File: src/rtl/spi_transceiver_if.sv
// Bus bundle between an SPI transceiver and the logic that drives it.
// The master modport is the transceiver side; the slave modport is the
// controlling logic that issues words and watches the peripheral pins.
interface spi_transceiver_if #(
    parameter int WORD_WIDTH = 8
) ();

    logic                  execute;
    logic [WORD_WIDTH-1:0] out_word;
    logic                  cs_hold;
    logic                  miso;
    logic                  spi_clk;
    logic                  mosi;
    logic                  cs_n;
    logic [WORD_WIDTH-1:0] in_word;
    logic                  busy;
    logic                  finished;

    modport master (
        input  execute,
        input  out_word,
        input  cs_hold,
        input  miso,
        output spi_clk,
        output mosi,
        output cs_n,
        output in_word,
        output busy,
        output finished
    );

    modport slave (
        output execute,
        output out_word,
        output cs_hold,
        output miso,
        input  spi_clk,
        input  mosi,
        input  cs_n,
        input  in_word,
        input  busy,
        input  finished
    );

endinterface

File: src/rtl/spi_transceiver.sv
// Single-word SPI master with configurable mode, bit order and clock divider.
//
// state | meaning
// IDLE  | no transfer; spi_clk at CPOL, mosi high, cs_n as left by last word
// SHIFT | spi_clk toggling, 2*WORD_WIDTH edges, data shifted out and in
// TRAIL | spi_clk parked at CPOL for one half-period after the last edge
// DONE  | one cycle: finished pulse, in_word update, cs_n per cs_hold
module spi_transceiver #(
    parameter int WORD_WIDTH = 8,
    parameter int CLK_DIV    = 1,
    parameter int CPOL       = 0,
    parameter int CPHA       = 0,
    parameter int LSB_FIRST  = 0
) (
    input  logic               clk,
    input  logic               reset,
    spi_transceiver_if.master  bus
);

    localparam int                EDGE_W      = $clog2(2 * WORD_WIDTH + 1);
    localparam logic [EDGE_W-1:0] EDGE_LOAD   = EDGE_W'(2 * WORD_WIDTH);
    localparam logic [EDGE_W-1:0] EDGE_LAST   = EDGE_W'(1);
    localparam logic [7:0]        DIV_LOAD    = 8'(CLK_DIV - 1);
    localparam logic              IDLE_LVL    = (CPOL != 0);
    localparam logic              SAMPLE_LEAD = (CPHA == 0);

    typedef enum logic [1:0] {
        IDLE,
        SHIFT,
        TRAIL,
        DONE
    } state_t;

    state_t                  state_q, state_d;
    logic [7:0]              div_q, div_d;
    logic [EDGE_W-1:0]       edge_q, edge_d;
    logic [WORD_WIDTH-1:0]   tx_q, tx_d;
    logic [WORD_WIDTH-1:0]   rx_q, rx_d;
    logic [WORD_WIDTH-1:0]   in_word_q, in_word_d;
    logic                    hold_q, hold_d;
    logic                    sclk_q, sclk_d;
    logic                    mosi_q, mosi_d;
    logic                    csn_q, csn_d;
    logic                    start;
    logic                    edge_is_lead;

    function automatic logic next_bit(input logic [WORD_WIDTH-1:0] w);
        return (LSB_FIRST != 0) ? w[0] : w[WORD_WIDTH-1];
    endfunction

    function automatic logic [WORD_WIDTH-1:0] shift_tx(input logic [WORD_WIDTH-1:0] w);
        return (LSB_FIRST != 0) ? {1'b0, w[WORD_WIDTH-1:1]} : {w[WORD_WIDTH-2:0], 1'b0};
    endfunction

    function automatic logic [WORD_WIDTH-1:0] shift_rx(input logic [WORD_WIDTH-1:0] w,
                                                       input logic b);
        return (LSB_FIRST != 0) ? {b, w[WORD_WIDTH-1:1]} : {w[WORD_WIDTH-2:0], b};
    endfunction

    // State and datapath registers; reset parks the bus idle with cs_n released.
    always_ff @(posedge clk) begin
        if (reset) begin
            state_q   <= IDLE;
            div_q     <= '0;
            edge_q    <= '0;
            tx_q      <= '0;
            rx_q      <= '0;
            in_word_q <= '0;
            hold_q    <= 1'b0;
            sclk_q    <= IDLE_LVL;
            mosi_q    <= 1'b1;
            csn_q     <= 1'b1;
        end else begin
            state_q   <= state_d;
            div_q     <= div_d;
            edge_q    <= edge_d;
            tx_q      <= tx_d;
            rx_q      <= rx_d;
            in_word_q <= in_word_d;
            hold_q    <= hold_d;
            sclk_q    <= sclk_d;
            mosi_q    <= mosi_d;
            csn_q     <= csn_d;
        end
    end

    // Next-state logic: half-period down-counter drives edges, edge down-counter
    // ends the word; edge parity tells leading from trailing.
    always_comb begin
        state_d      = state_q;
        div_d        = div_q;
        edge_d       = edge_q;
        tx_d         = tx_q;
        rx_d         = rx_q;
        in_word_d    = in_word_q;
        hold_d       = hold_q;
        sclk_d       = sclk_q;
        mosi_d       = mosi_q;
        csn_d        = csn_q;
        start        = 1'b0;
        edge_is_lead = 1'b0;

        case (state_q)
            IDLE: begin
                sclk_d = IDLE_LVL;
                mosi_d = 1'b1;
                if (bus.execute) begin
                    start = 1'b1;
                end
            end

            SHIFT: begin
                if (div_q == '0) begin
                    div_d        = DIV_LOAD;
                    sclk_d       = ~sclk_q;
                    edge_d       = edge_q - EDGE_W'(1);
                    // Edges remaining is even before a leading edge.
                    edge_is_lead = ~edge_q[0];
                    if (edge_is_lead == SAMPLE_LEAD) begin
                        rx_d = shift_rx(rx_q, bus.miso);
                    end else if (edge_q != EDGE_LAST) begin
                        // Final trailing edge in mode CPHA=0 has no bit left to launch.
                        mosi_d = next_bit(tx_q);
                        tx_d   = shift_tx(tx_q);
                    end
                    if (edge_q == EDGE_LAST) begin
                        state_d = TRAIL;
                    end
                end else begin
                    div_d = div_q - 8'd1;
                end
            end

            TRAIL: begin
                sclk_d = IDLE_LVL;
                if (div_q == '0) begin
                    state_d   = DONE;
                    mosi_d    = 1'b1;
                    in_word_d = rx_q;
                    csn_d     = ~hold_q;
                end else begin
                    div_d = div_q - 8'd1;
                end
            end

            DONE: begin
                if (bus.execute) begin
                    start = 1'b1;
                end else begin
                    state_d = IDLE;
                end
            end

            default: begin
                state_d = IDLE;
            end
        endcase

        // Acceptance: CPHA=0 puts the first bit out immediately, CPHA=1 waits
        // for the first leading edge.
        if (start) begin
            state_d = SHIFT;
            div_d   = DIV_LOAD;
            edge_d  = EDGE_LOAD;
            rx_d    = '0;
            hold_d  = bus.cs_hold;
            csn_d   = 1'b0;
            sclk_d  = IDLE_LVL;
            if (CPHA == 0) begin
                mosi_d = next_bit(bus.out_word);
                tx_d   = shift_tx(bus.out_word);
            end else begin
                mosi_d = 1'b1;
                tx_d   = bus.out_word;
            end
        end
    end

    // Pin and status outputs.
    assign bus.spi_clk  = sclk_q;
    assign bus.mosi     = mosi_q;
    assign bus.cs_n     = csn_q;
    assign bus.in_word  = in_word_q;
    assign bus.busy     = (state_q == SHIFT) || (state_q == TRAIL);
    assign bus.finished = (state_q == DONE);

endmodule

File: src/flat_wrapper.sv
// flat-port wrapper written by rule: the top's interface ports become plain ports
module spi_transceiver_flat 
#(
    parameter int WORD_WIDTH = 8,
    parameter int CLK_DIV    = 1,
    parameter int CPOL       = 0,
    parameter int CPHA       = 0,
    parameter int LSB_FIRST  = 0
)
  (clk, reset, bus_execute, bus_out_word, bus_cs_hold, bus_miso, bus_spi_clk, bus_mosi, bus_cs_n, bus_in_word, bus_busy, bus_finished);
  spi_transceiver_if #(.WORD_WIDTH(WORD_WIDTH)) bus_i ();
  input  logic clk;
  input  logic reset;
  input wire logic [$bits(bus_i.execute)-1:0] bus_execute;
  input wire logic [$bits(bus_i.out_word)-1:0] bus_out_word;
  input wire logic [$bits(bus_i.cs_hold)-1:0] bus_cs_hold;
  input wire logic [$bits(bus_i.miso)-1:0] bus_miso;
  output wire logic [$bits(bus_i.spi_clk)-1:0] bus_spi_clk;
  output wire logic [$bits(bus_i.mosi)-1:0] bus_mosi;
  output wire logic [$bits(bus_i.cs_n)-1:0] bus_cs_n;
  output wire logic [$bits(bus_i.in_word)-1:0] bus_in_word;
  output wire logic [$bits(bus_i.busy)-1:0] bus_busy;
  output wire logic [$bits(bus_i.finished)-1:0] bus_finished;
  assign bus_i.execute = bus_execute;
  assign bus_i.out_word = bus_out_word;
  assign bus_i.cs_hold = bus_cs_hold;
  assign bus_i.miso = bus_miso;
  assign bus_spi_clk = bus_i.spi_clk;
  assign bus_mosi = bus_i.mosi;
  assign bus_cs_n = bus_i.cs_n;
  assign bus_in_word = bus_i.in_word;
  assign bus_busy = bus_i.busy;
  assign bus_finished = bus_i.finished;
  spi_transceiver #(.WORD_WIDTH(WORD_WIDTH), .CLK_DIV(CLK_DIV), .CPOL(CPOL), .CPHA(CPHA), .LSB_FIRST(LSB_FIRST)) u_core (.clk(clk), .reset(reset), .bus(bus_i));
endmodule
File: config.mk
export PLATFORM = sky130hd
export DESIGN_NAME = spi_transceiver_flat
export DESIGN_NICKNAME = d
export VERILOG_FILES = /design/src/rtl/spi_transceiver_if.sv /design/src/rtl/spi_transceiver.sv /design/src/flat_wrapper.sv
export SDC_FILE = /design/constraint.sdc
export NUM_CORES = 1
export LEC_CHECK = 0
export BUFFER_PORTS_ARGS = -buffer_cell sky130_fd_sc_hd__buf_2
export CAP_MARGIN = 40
export CELL_PAD_IN_SITES_DETAIL_PLACEMENT = 0
export CELL_PAD_IN_SITES_GLOBAL_PLACEMENT = 1
export CORE_UTILIZATION = 36
export DETAILED_ROUTE_END_ITERATION = 8
export PLACE_DENSITY_LB_ADDON = 0.1
export SLEW_MARGIN = 30
export SYNTH_ARGS = -nofsm -noshare
export SYNTH_HDL_FRONTEND = slang
export SYNTH_SLANG_ARGS = --single-unit
File: constraint.sdc
create_clock -name clk -period 2.65 [get_ports clk]
set_input_delay 0.265 -clock clk [delete_from_list [all_inputs] [get_ports clk]]
set_output_delay 0.265 -clock clk [all_outputs]
set_load 0.05 [all_outputs]
; Word level (Yosys, flattened, before mapping)
; Index checks and enable logic that the tools add are counted.
[totals]
register_bits = 42
in_bits = 13
[op_classes]
addsub = 2
n_eq_ne = 16
n_mux = 30
n_bitwise = 3
n_reduce_logical = 27
[ops]
columns = op, count
row1 = 8-bit two-way mux, 7
row2 = 8-bit one-hot mux with 2 select lines, 1
row3 = 5-bit two-way mux, 3
row4 = 3-bit by 1-bit inequality test with 1-bit output (second input constant), 5
row5 = 5-bit AND reduction, 3
row6 = 2-bit nonzero test, 7
row7 = 1-bit two-way mux, 12
row8 = 2-bit AND reduction, 6
row9 = 8-bit zero test, 1
row10 = 2-bit two-way mux, 4
row11 = 4-bit nonzero test, 2
row12 = 8-bit by 1-bit subtractor with 8-bit output (second input constant), 1
row13 = 2-bit by 1-bit inequality test with 1-bit output (second input constant), 3
row14 = 2-bit one-hot mux with 3 select lines, 1
row15 = 2-bit OR reduction, 3
row16 = 5-bit by 1-bit == test with 1-bit output (second input constant), 1
row17 = 5-bit by 1-bit inequality test with 1-bit output (second input constant), 1
row18 = 5-bit by 1-bit subtractor with 5-bit output (second input constant), 1
row19 = 2-bit == test (second input constant), 2
row20 = 2-bit inequality test (second input constant), 2
row21 = 4-bit AND reduction, 1
row22 = 3-bit by 2-bit inequality test with 1-bit output (second input constant), 1
row23 = 1-bit inverter, 3
row24 = 1-bit one-hot mux with 3 select lines, 1
row25 = 6 further kinds, 6

; Logic depth before layout (Yosys ltp)
[depth]
depth_word = 6
depth_mapped = 8

; Least setup slack after synthesis
; OpenSTA, ideal clock, no wires.
[synth_path]
path_type = register to register
start = register u_core.state_q[0]
end = register u_core.mosi_q (netlist: u_core.bus.mosi)
setup_time_ns = 0.126
t_arrival_ns = 2.070
required_time_ns = 2.524
path_slack_ns = 0.454
path_stages_with_launch = 9
path_buffers = 2
cell_sequence = dfxtp_1 -> inv_1 -> ha_1 -> nor2b_1 -> clkbuf_1 -> clkbuf_1 -> a21oi_1 -> a211oi_1 -> mux2i_1
[synth_between]
elab_chain_len = 5
word_cells_on_any_way = 14
[synth_rtl]
columns = element, line
row1 = "start, declared", spi_transceiver.sv:34  ; state_t state_q, state_d;
row2 = "start signal, assigned", spi_transceiver.sv:74  ; state_q <= state_d;
row3 = 2-bit == test / 2-bit zero test (equally long branches), spi_transceiver.sv:103  ; case (state_q)
row4 = 2-bit OR reduction (no source line), --
row5 = 1-bit two-way mux, --
row6 = 3-bit by 1-bit inequality test with 1-bit output (no source line) / 4-bit nonzero test (equally long branches), --
row7 = 5-bit AND reduction (no source line), --
row8 = "end signal, assigned", spi_transceiver.sv:82  ; mosi_q <= mosi_d;
row9 = "end, declared", spi_transceiver.sv:42  ; logic mosi_q, mosi_d;
; Several ways; a longest one is shown, not always the timed one.
; A chain may end at the register's enable or synchronous reset.

; Final worst setup path
[layout_path]
start = register u_core.edge_q[0]
end = register u_core.tx_q[7]
[layout_between]
elab_chain_len = 3
word_cells_on_any_way = 4
[layout_rtl]
columns = element, line
row1 = "start, declared", spi_transceiver.sv:36  ; logic [EDGE_W-1:0] edge_q, edge_d;
row2 = "start signal, assigned", spi_transceiver.sv:76  ; edge_q <= edge_d;
row3 = 5-bit by 1-bit inequality test with 1-bit output, spi_transceiver.sv:121  ; end else if (edge_q != EDGE_LAST) begin
row4 = 2-bit nonzero test (no source line), --
row5 = 4-bit AND reduction (no source line) (*), --
row6 = "end signal, assigned", spi_transceiver.sv:77  ; tx_q <= tx_d;
row7 = "end, declared", spi_transceiver.sv:37  ; logic [WORD_WIDTH-1:0] tx_q, tx_d;
; Every way passes the cells marked *; elsewhere a longest branch is shown, timed or not.

==> impl_metrics.ini <==
[run_status]
outcome = completed

[synthesis]
yosysUniqueCellTypes = 41
syn_area_per_cell_um2 = 8.48
syn_area_mm2 = 0.00208
ys_ff_latch = 42
synth_fp_nets = 268
yosys_warnings = 0
ys_seq_area_frac = 0.405
syn_inst = 245

[worst_setup_path]
crit_chain = ha_1 > or4b_4 > and2_4 > a31oi_4 > mux2_2
cpLargestDelayFamily = simple AND/OR/NAND/NOR gates
cpMaxStageDelayCell = or4b_4
critical_path_class = register to register
required_ps = 2830
arrival_ps = 2270
critical_path_buf_inv_count = 0
worstPathMaxFanout = 6
r2r_cells = 5
critical_path_cell_count = 5
end_kind = register
cp_slowest_stage_delay_ps = 490
startpoint_type = register

[clock_tree]
ctsResizeCount = 0
clock_latency_ps = 290
cts_tree = yes
h-tree-depth = 2
cts.sinks = 42
cts-root-buf = clkbuf_8
cts_buffers = 5
clk_pin_slew_ps = 80
post_cts_buffers = 0
hold_buffers = 0
clk_path_buf_depth = 2

[cells_and_area]
layout-drive-gt1-share = 0.188
syn2layout_area_growth_pct = 14.4
layout.nets = 293
diodes = 0

[routing]
drt-met1-wl_mm = 2.18
wl_met3_um = 128
highest_layer = met4
met2_length_mm = 2.13
wl_per_cell_um = 13.1
vias_per_cell = 5.12
num_vias = 1755
drtAntennaViolNets = 0
first_pass_iters = 4
route.detailed.drc = 0
drt_iter0_markers = 79
finalWirelength_mm = 4.48

[power]
p_sw_frac = 0.453
p_seq_frac = 0.301
combPwrFrac = 0.559
power.share.clock = 0.140
irDropWorstVdd_mv = 0.400
p_leak_uw = 0.000992
powerDensity_mw_per_mm2 = 1240
p_sw_uw = 1330
p_int_uw = 1610

[sta]
rsz0062_at_grt = false
fmax_ghz = 0.479
fin_crit_ps = 2090
slew_headroom = 0.513
slew_viol_final = 0
finalCritPeriodShare = 0.788
worst_slew_pin_slew_ps = 728
finalSetupViolCount = 0
hold_viol_final = 0
clock_skew_ps = 6.12
holdWs_ps = 214
setup_tns_ps = 0

[floorplanning]
die_h_um = 78.0
rows = 27
die_width_um = 78.0
io_pins = 26
core_area_mm2 = 0.00554
fp.dieArea_mm2 = 0.00608
initial_core_util = 0.375

[global_routing]
gr-usage-all-layers = 0.162
antenna_found_initial = 0
grt_max_degree = 29
grt_pass1_wl_mm = 7.71
grt_pass1_vias = 1602
grt-ovfl-total = 0

[hold_path]
holdPathStages = 3
hp-class = primary input to register

[placement]
gp_congestion = 0.755
port_buffers = 25
dp_hpwl_mm = 3.17

[run]
cap_viol_max_count = 0
cell families (layout without fill, tap and decap cells):
group,count (synthesis),count (layout),synth area share
DFF,42,42,0.405
adders and majority gates,10,10,0.0602
AOI/OAI and AO/OA,53,53,0.153
muxes,19,19,0.0951
xor gates and xnor gates,2,2,0.00843
and+or+nand+nor,95,95,0.232
buffers and inverters,24,50,0.0464
worst paths after layout:
path                            slack [ps]                            endpoint                                from
worst max-delay path                   560         u_core.tx_q[7]$_SDFFE_PP0P_       u_core.edge_q[0]$_SDFFE_PP0P_
worst min-delay path                   210         u_core.rx_q[0]$_SDFFE_PP0P_                            bus_miso
worst max register to register         560         u_core.tx_q[7]$_SDFFE_PP0P_       u_core.edge_q[0]$_SDFFE_PP0P_
worst min register to register         460  u_core.bus.in_word[4]$_SDFFE_PP0P_  u_core.bus.in_word[4]$_SDFFE_PP0P_
per-layer routing:
metal | track usage | vias up
met5 | 0 | -
met2 | 0.263 | 22
li1 | - | 902
met4 | 0.0500 | 0
met1 | 0.217 | 826
met3 | 0.0294 | 5
final cells by class:
type,count,area (µm²)
Clock buffer,6,72.6
Clock inverter,2,13.8
Fill cell,602,3160
Inverter,9,33.8
Multi-Input combinational cell,179,1140
Sequential cell,42,841
Tap cell,72,90.1
Timing Repair Buffer,33,185
power by group through the flow:
stage / Combinational (µW) / Clock, µW / Sequential (µW)
floorplan: 1250 / 0 / 907
global placement: 1660 / 0 / 897
detailed placement: 1650 / 0 / 896
CTS: 1660 / 430 / 883
global route: 1850 / 462 / 910
finish: 1640 / 412 / 883
stage by stage:
stage | std cells | util | total power, µW | instance area (µm²) | worst slack [ps]
after floorplan | 245 | - | 2150 | 2080 | 454
after CTS | 343 | 0.429 | 2980 | 2380 | 528
after global routing | 343 | 0.429 | 3220 | 2380 | 389
final | 343 | 0.429 | 2940 | 2380 | 561
after detailed placement | 335 | 0.414 | 2550 | 2290 | 554
after global placement | 335 | 0.414 | 2560 | 2290 | 533
synth_stat cells (all sizes together):
cell type	count	area (µm²)
a211oi	2	15.0
a21o	1	7.51
a21oi	32	160
a22oi	1	7.51
a311oi	2	17.5
a31oi	2	27.5
a32oi	1	8.76
and2	2	15.0
and3	1	6.26
buf	7	32.5
clkbuf	8	30.0
dfxtp	42	841
ha	10	125
inv	9	33.8
mux2	6	67.6
mux2i	13	130
nand2	36	135
nand2b	5	31.3
nand3	4	20.0
nand4	4	25.0
nand4b	1	8.76
nor2	22	82.6
nor2b	6	37.5
nor3	3	20.0
nor3b	2	15.0
nor4	2	12.5
nor4b	2	32.5
o211ai	1	7.51
o21ai	7	35.0
o21bai	1	7.51
o31a	1	8.76
o31ai	2	15.0
or3	2	12.5
or4	2	15.0
or4b	1	13.8
xor2	2	17.5
sequential cells by signal, indices dropped and copies added (netlist names):
signal,cells
u_core.bus.mosi,1
u_core.hold_q,1
u_core.div_q,8
u_core.bus.in_word,8
u_core.state_q,2
u_core.tx_q,7
u_core.rx_q,8
u_core.bus.spi_clk,1
u_core.edge_q,5
u_core.bus.cs_n,1
worst min-delay path, stage by stage:
cell and delay [ps]:
buf_2 80, mux2i_1 50, nor2_1 70
layout by cell type, fill, tap and decap left out, drive strengths merged, types with 2 or more instances in the layout:
cell type,instances
o31ai,2
o21ai,7
a21oi,32
nor3b,2
nand2,36
nand3,4
mux2i,13
nand2b,5
buf,33
ha,10
nor4b,2
nor2b,6
clkbuf,6
clkinv,2
or4,2
and2,2
nor4,2
a31oi,2
a211oi,2
nor2,22
nand4,4
dfxtp,42
nor3,3
or3,2
xor2,2
inv,9
mux2,6
a311oi,2
Power figures use the tool's default switching activity.
